<file path="src/rtl/register_bank.sv">
`default_nettype none
// ============================================================================
// Module   : register_bank
// Brief    : Clocked general-purpose register file with two combinational
//            read ports, one synchronous write port, a hard-wired zero
//            register and a valid/ready dump channel that streams every
//            register to the debug unit.
// Options  : REG_BYPASS_EN - when defined, a same-cycle write is forwarded
//            to matching read ports and to the dump snapshot.
// Revision : 1.0 - initial release
// ============================================================================
module register_bank #(
  parameter int DATA_W = 32,
  parameter int ADDR_W = 5
) (
  input  logic              i_clk,
  input  logic              i_rst_n,
  input  logic [ADDR_W-1:0] i_rs_sel,
  input  logic [ADDR_W-1:0] i_rt_sel,
  output logic [DATA_W-1:0] o_rs_data,
  output logic [DATA_W-1:0] o_rt_data,
  input  logic              i_wr_en,
  input  logic [ADDR_W-1:0] i_rd_sel,
  input  logic [DATA_W-1:0] i_wr_data,
  input  logic              i_dump_start,
  input  logic              i_dump_ready,
  output logic              o_dump_valid,
  output logic [DATA_W-1:0] o_dump_data,
  output logic [ADDR_W-1:0] o_dump_addr,
  output logic              o_dump_busy,
  output logic              o_dump_done
);

  localparam int DEPTH = 2 ** ADDR_W;
  localparam logic [ADDR_W-1:0] LAST_IDX = ADDR_W'(DEPTH - 1);

  typedef enum logic [1:0] {
    IDLE = 2'd0,
    LOAD = 2'd1,
    SEND = 2'd2,
    DONE = 2'd3
  } state_t;

  state_t            state;
  state_t            state_nxt;
  logic [ADDR_W-1:0] index;
  logic [DATA_W-1:0] file_view [DEPTH];
  logic              fwd_rs;
  logic              fwd_rt;
  logic              fwd_load;
  logic [DATA_W-1:0] load_word;

  // Register 0 has no storage; its view is a constant zero.
  assign file_view[0] = '0;

  // Physical registers 1..DEPTH-1, each with its own write decode.
  for (genvar g = 1; g < DEPTH; g++) begin : g_reg
    logic [DATA_W-1:0] word;

    // Capture write-back data addressed to this register.
    always_ff @(posedge i_clk or negedge i_rst_n) begin
      if (!i_rst_n) begin
        word <= '0;
      end else if (i_wr_en && (i_rd_sel == ADDR_W'(g))) begin
        word <= i_wr_data;
      end
    end

    assign file_view[g] = word;
  end

  // Forwarding matches: a same-cycle write to a non-zero register
  // overrides the stored value only when the bypass option is built in.
`ifdef REG_BYPASS_EN
  assign fwd_rs   = i_wr_en && (i_rd_sel != '0) && (i_rd_sel == i_rs_sel);
  assign fwd_rt   = i_wr_en && (i_rd_sel != '0) && (i_rd_sel == i_rt_sel);
  assign fwd_load = i_wr_en && (i_rd_sel != '0) && (i_rd_sel == index);
`else
  assign fwd_rs   = 1'b0;
  assign fwd_rt   = 1'b0;
  assign fwd_load = 1'b0;
`endif

  assign o_rs_data = fwd_rs   ? i_wr_data : file_view[i_rs_sel];
  assign o_rt_data = fwd_rt   ? i_wr_data : file_view[i_rt_sel];
  assign load_word = fwd_load ? i_wr_data : file_view[index];

  // Dump sequencer state register.
  always_ff @(posedge i_clk or negedge i_rst_n) begin
    if (!i_rst_n) begin
      state <= IDLE;
    end else begin
      state <= state_nxt;
    end
  end

  // Dump next-state decode and handshake/status outputs.
  always_comb begin
    state_nxt    = state;
    o_dump_valid = 1'b0;
    o_dump_busy  = 1'b0;
    o_dump_done  = 1'b0;
    case (state)
      IDLE: begin
        if (i_dump_start) state_nxt = LOAD;
      end
      LOAD: begin
        o_dump_busy = 1'b1;
        state_nxt   = SEND;
      end
      SEND: begin
        o_dump_busy  = 1'b1;
        o_dump_valid = 1'b1;
        if (i_dump_ready) state_nxt = (index == LAST_IDX) ? DONE : LOAD;
      end
      DONE: begin
        o_dump_done = 1'b1;
        state_nxt   = IDLE;
      end
      default: state_nxt = IDLE;
    endcase
  end

  // Dump index walk and word snapshot; the word is frozen once loaded.
  always_ff @(posedge i_clk or negedge i_rst_n) begin
    if (!i_rst_n) begin
      index       <= '0;
      o_dump_data <= '0;
      o_dump_addr <= '0;
    end else begin
      case (state)
        IDLE: begin
          if (i_dump_start) index <= '0;
        end
        LOAD: begin
          o_dump_data <= load_word;
          o_dump_addr <= index;
        end
        SEND: begin
          if (i_dump_ready && (index != LAST_IDX)) index <= index + 1'b1;
        end
        default: ;
      endcase
    end
  end

endmodule
`default_nettype wire

</file>
<file path="config.mk">
export PLATFORM = sky130hd
export DESIGN_NAME = register_bank
export DESIGN_NICKNAME = d
export VERILOG_FILES = /design/src/rtl/register_bank.sv
export SDC_FILE = /design/constraint.sdc
export NUM_CORES = 2
export LEC_CHECK = 0
export CAP_MARGIN = 30
export CORE_ASPECT_RATIO = 2
export CORE_MARGIN = 2
export CORE_UTILIZATION = 65
export CTS_CLUSTER_SIZE = 10
export DETAILED_ROUTE_END_ITERATION = 6
export PLACE_DENSITY = 0.83
export SYNTH_ARGS = -nofsm -noshare
export SYNTH_HDL_FRONTEND = slang
export SYNTH_SLANG_ARGS = --single-unit
</file>
<file path="constraint.sdc">
create_clock -name i_clk -period 3.75 [get_ports i_clk]
set_clock_uncertainty 0.1 [all_clocks]
set_input_delay 0.375 -clock i_clk [delete_from_list [all_inputs] [get_ports i_clk]]
set_output_delay 0.375 -clock i_clk [all_outputs]
set_load 0.01 [all_outputs]
</file>
==> results.sh <==
export IMPL_crit_path_frequent_cell="buf_4"
export IMPL_dp_hpwl_mm=147
export IMPL_pre_cts_slack_ns=-0.0455
export IMPL_grt_max_degree=125
export IMPL_synth_top_area_cell="dfrtp_1"
export IMPL_rsz0062_at_grt="no"
export IMPL_setup_ws_ns=0.0425
export IMPL_setup_worst_path_end="o_rt_data[17]"
export IMPL_synthFlopType="dfrtp_1"
export IMPL_p_total_mw=40.0
export IMPL_ant_nets=0
export IMPL_num_nets_final=4551
export IMPL_max_freq_mhz=270
export IMPL_critPathLaunch="i_rt_sel[2]"
export IMPL_clock_path_buffers=3
export IMPL_worstPathMaxFanout=30
export IMPL_routabilityCongestion=0.958
export IMPL_boundaryPins=156
export IMPL_synthDistinctLibCells=48
export IMPL_worstHoldPathType="in2async"
export IMPL_die_area_um2=100000
export IMPL_leakagePower_nw=29.8
export IMPL_finalCritPeriodShare=0.989
export IMPL_rr_worst_depth=5
export IMPL_layout_commonest_cell="mux2_2"
export IMPL_cts_buffers=113
export IMPL_antenna_found_initial=34
export IMPL_clkLatencyLatePin_ns=0.76
export IMPL_viasPerCell=8.15
export IMPL_top_usage_layer="met2"
export IMPL_powerDensity_nw_per_um2=566
export IMPL_grt_pass1_wl_mm=332
export IMPL_r2r_start="index[2]"
export IMPL_start_util=0.652
export IMPL_cp_required_ns=3.27
export IMPL_grt_overflow_total=0
export IMPL_synthArstFlopShare=1.00
export IMPL_mostFrequentLayoutCells="1083 x mux2_2, 1032 x dfrtp_1, 525 x mux4_2, 384 x mux2i_1, 209 x buf_4"
export IMPL_area_growth_pct=11.4
export IMPL_hold_viol_final=0
export IMPL_cp_depth=8
export IMPL_drive_gt1_frac=0.463
export IMPL_netlist_top_cells_area="dfrtp_1 41%, mux2_2 19%, mux4_2 19%"
export IMPL_path_class="in2out"
export IMPL_use_met3=0.149
export IMPL_r2r_slack_ns=0.73
export IMPL_maxSlewHeadroom=0.248
export IMPL_yosysWarnings=0
export IMPL_coreArea_um2=97100
export IMPL_htreeDepth=3
export IMPL_ys_ff_latch=1036
export IMPL_synth_edf_count=0
export IMPL_cts_tree="done"
export IMPL_route_detailed_drc=0
export IMPL_cts_num_sinks=1036
export IMPL_yosysTopAreaCellShare=0.409
export IMPL_drt_wl_total_mm=227
export IMPL_worstSetupStartpointType="input port"
export IMPL_slowest_stage="clkdlybuf4s50_1"
export IMPL_synth_area_per_cell_um2=14.3
export IMPL_path_cells="buf_8 > buf_4 > mux4_2 > mux2i_1 > and2_1 > o31ai_4 > buf_4 > clkdlybuf4s50_1"
export IMPL_firstDrtPassIters=5
export IMPL_cp_buffers_inverters=4
export IMPL_first_global_vias=49400
export IMPL_vias=46900
export IMPL_die_y_um=445
export IMPL_cap_violations=0
export IMPL_die_x_um=225
export IMPL_cpPeakStageDelay_ns=0.56
export IMPL_worst_slew_pin_transition_ns=1.12
export IMPL_end_kind="output pin"
export IMPL_path_clk_slew_ns=0.06
export IMPL_critical_path_top_delay_family="buffers and inverters"
export IMPL_finalSetupViolations=0
export IMPL_routedWlPerCell_um=39.5
export IMPL_finalMaxSlewViolations=0
export IMPL_synth_nets=4504
export IMPL_grt_use_met1=0.514
export IMPL_worst_ir_drop_vdd_v=0.000589
export IMPL_rr_endpoint="o_dump_data[29]"
export IMPL_grtUsageMet2=0.707
export IMPL_worst_ep_arrival_time_ns=3.23
export IMPL_drt_iter0_markers=5985
export IMPL_synth_area_um2=63300
export IMPL_status="complete, no violations"
export IMPL_grt_util_all_layers=0.465
export IMPL_period_needed_ns=3.71
export IMPL_seq_area_frac_synth=0.409
export IMPL_placementRows=162
export IMPL_syn_inst=4445
export IMPL_portBuffers=155
export IMPL_clockRootBuffer="clkbuf_16"
metrics by stage:
step,hold WS (ns),area (µm²),utilization,TNS [ns],std cells
CTS,0.0606,70400,0.725,0,5726
floorplan,-0.0206,63300,-,0,4445
global placement,0.234,67100,0.691,-0.0257,5590
global route,0.0880,70500,0.727,0,5739
finish,0.0376,70600,0.727,0,5750
detailed placement,0.244,67300,0.694,-0.0455,5601
flip-flops by register name, summed over array words and instances (netlist names):
signal       count
index            5
g.word         992
o_dump_addr      5
state            2
o_dump_data     32
worst min path at each step:
| stage | from | to | slack, ns |
|---|---|---|---|
| 2_1_floorplan | i_rst_n | g_reg[10].word[0] | -0.02 |
| 6_report | i_rst_n | g_reg[27].word[29] | 0.04 |
| 4_1_cts | i_rst_n | g_reg[27].word[29] | 0.06 |
| 3_5_place_dp | i_rst_n | g_reg[27].word[29] | 0.24 |
| 5_1_grt | i_rst_n | g_reg[27].word[29] | 0.09 |
| 3_3_place_gp | i_rst_n | g_reg[26].word[30] | 0.23 |
power breakdown:
group | leakage (nW) | switching (mW) | total [mW] | internal, mW
sequential | 13.3 | 2.61 | 16.0 | 13.4
clock | 1.47 | 4.49 | 9.97 | 5.49
combinational | 15.1 | 6.44 | 14.0 | 7.53
cell usage after synthesis (all sizes together) (2+ instances only):
cell type  count
o211ai        29
mux2        1092
nor3           3
a32o           4
nand2b         9
mux2i        384
a21o          30
a22oi         93
and3           3
a2111oi        4
clkbuf       249
nand2         82
dfrtp       1036
nand4b         3
and2          35
a22o          97
nor3b          2
a211o         32
ha             7
a32oi         30
buf          262
o21ai         67
a211oi        92
inv           10
nand3          4
mux4         576
a221oi         3
nor2          50
o22ai         66
o31ai         32
or3            5
a21oi         35
nor2b         13
timing repair:
item,in CTS,in global routing
endpoints found under the setup margin,1,9
resized for setup,1,5
cloned,0,0
buffers inserted,0,0
hold buffers,1,0
endpoints found under the hold margin,259,0
kinds of logic (layout without fill, tap and decap cells):
group	Yosys count	count (layout)	share of synthesized area
muxes	2052	2052	0.463
DFF	1036	1036	0.409
and+or+nand+nor	213	213	0.0160
other	0	19	0
adders and majority gates	7	7	0.00138
buffers and inverters	521	577	0.0396
AOI/OAI and AO/OA	616	616	0.0712
final cells by class:
cell class,instances,area [µm²]
Multi-Input combinational cell,2888,35200
Fill cell,6075,26500
Clock buffer,123,2980
Timing Repair Buffer,443,4820
Clock inverter,1,16.3
Sequential cell,1036,25900
Inverter,10,37.5
Tap cell,1230,1540
Antenna cell,19,47.5
metal layers:
metal / up-vias / part of all wire
li1: 17600 / -
met1: 23900 / 0.30
met2: 3784 / 0.46
met3: 1508 / 0.12
met4: 30 / 0.12
met5: - / 0.00081
(Power assumes the default switching activity.)
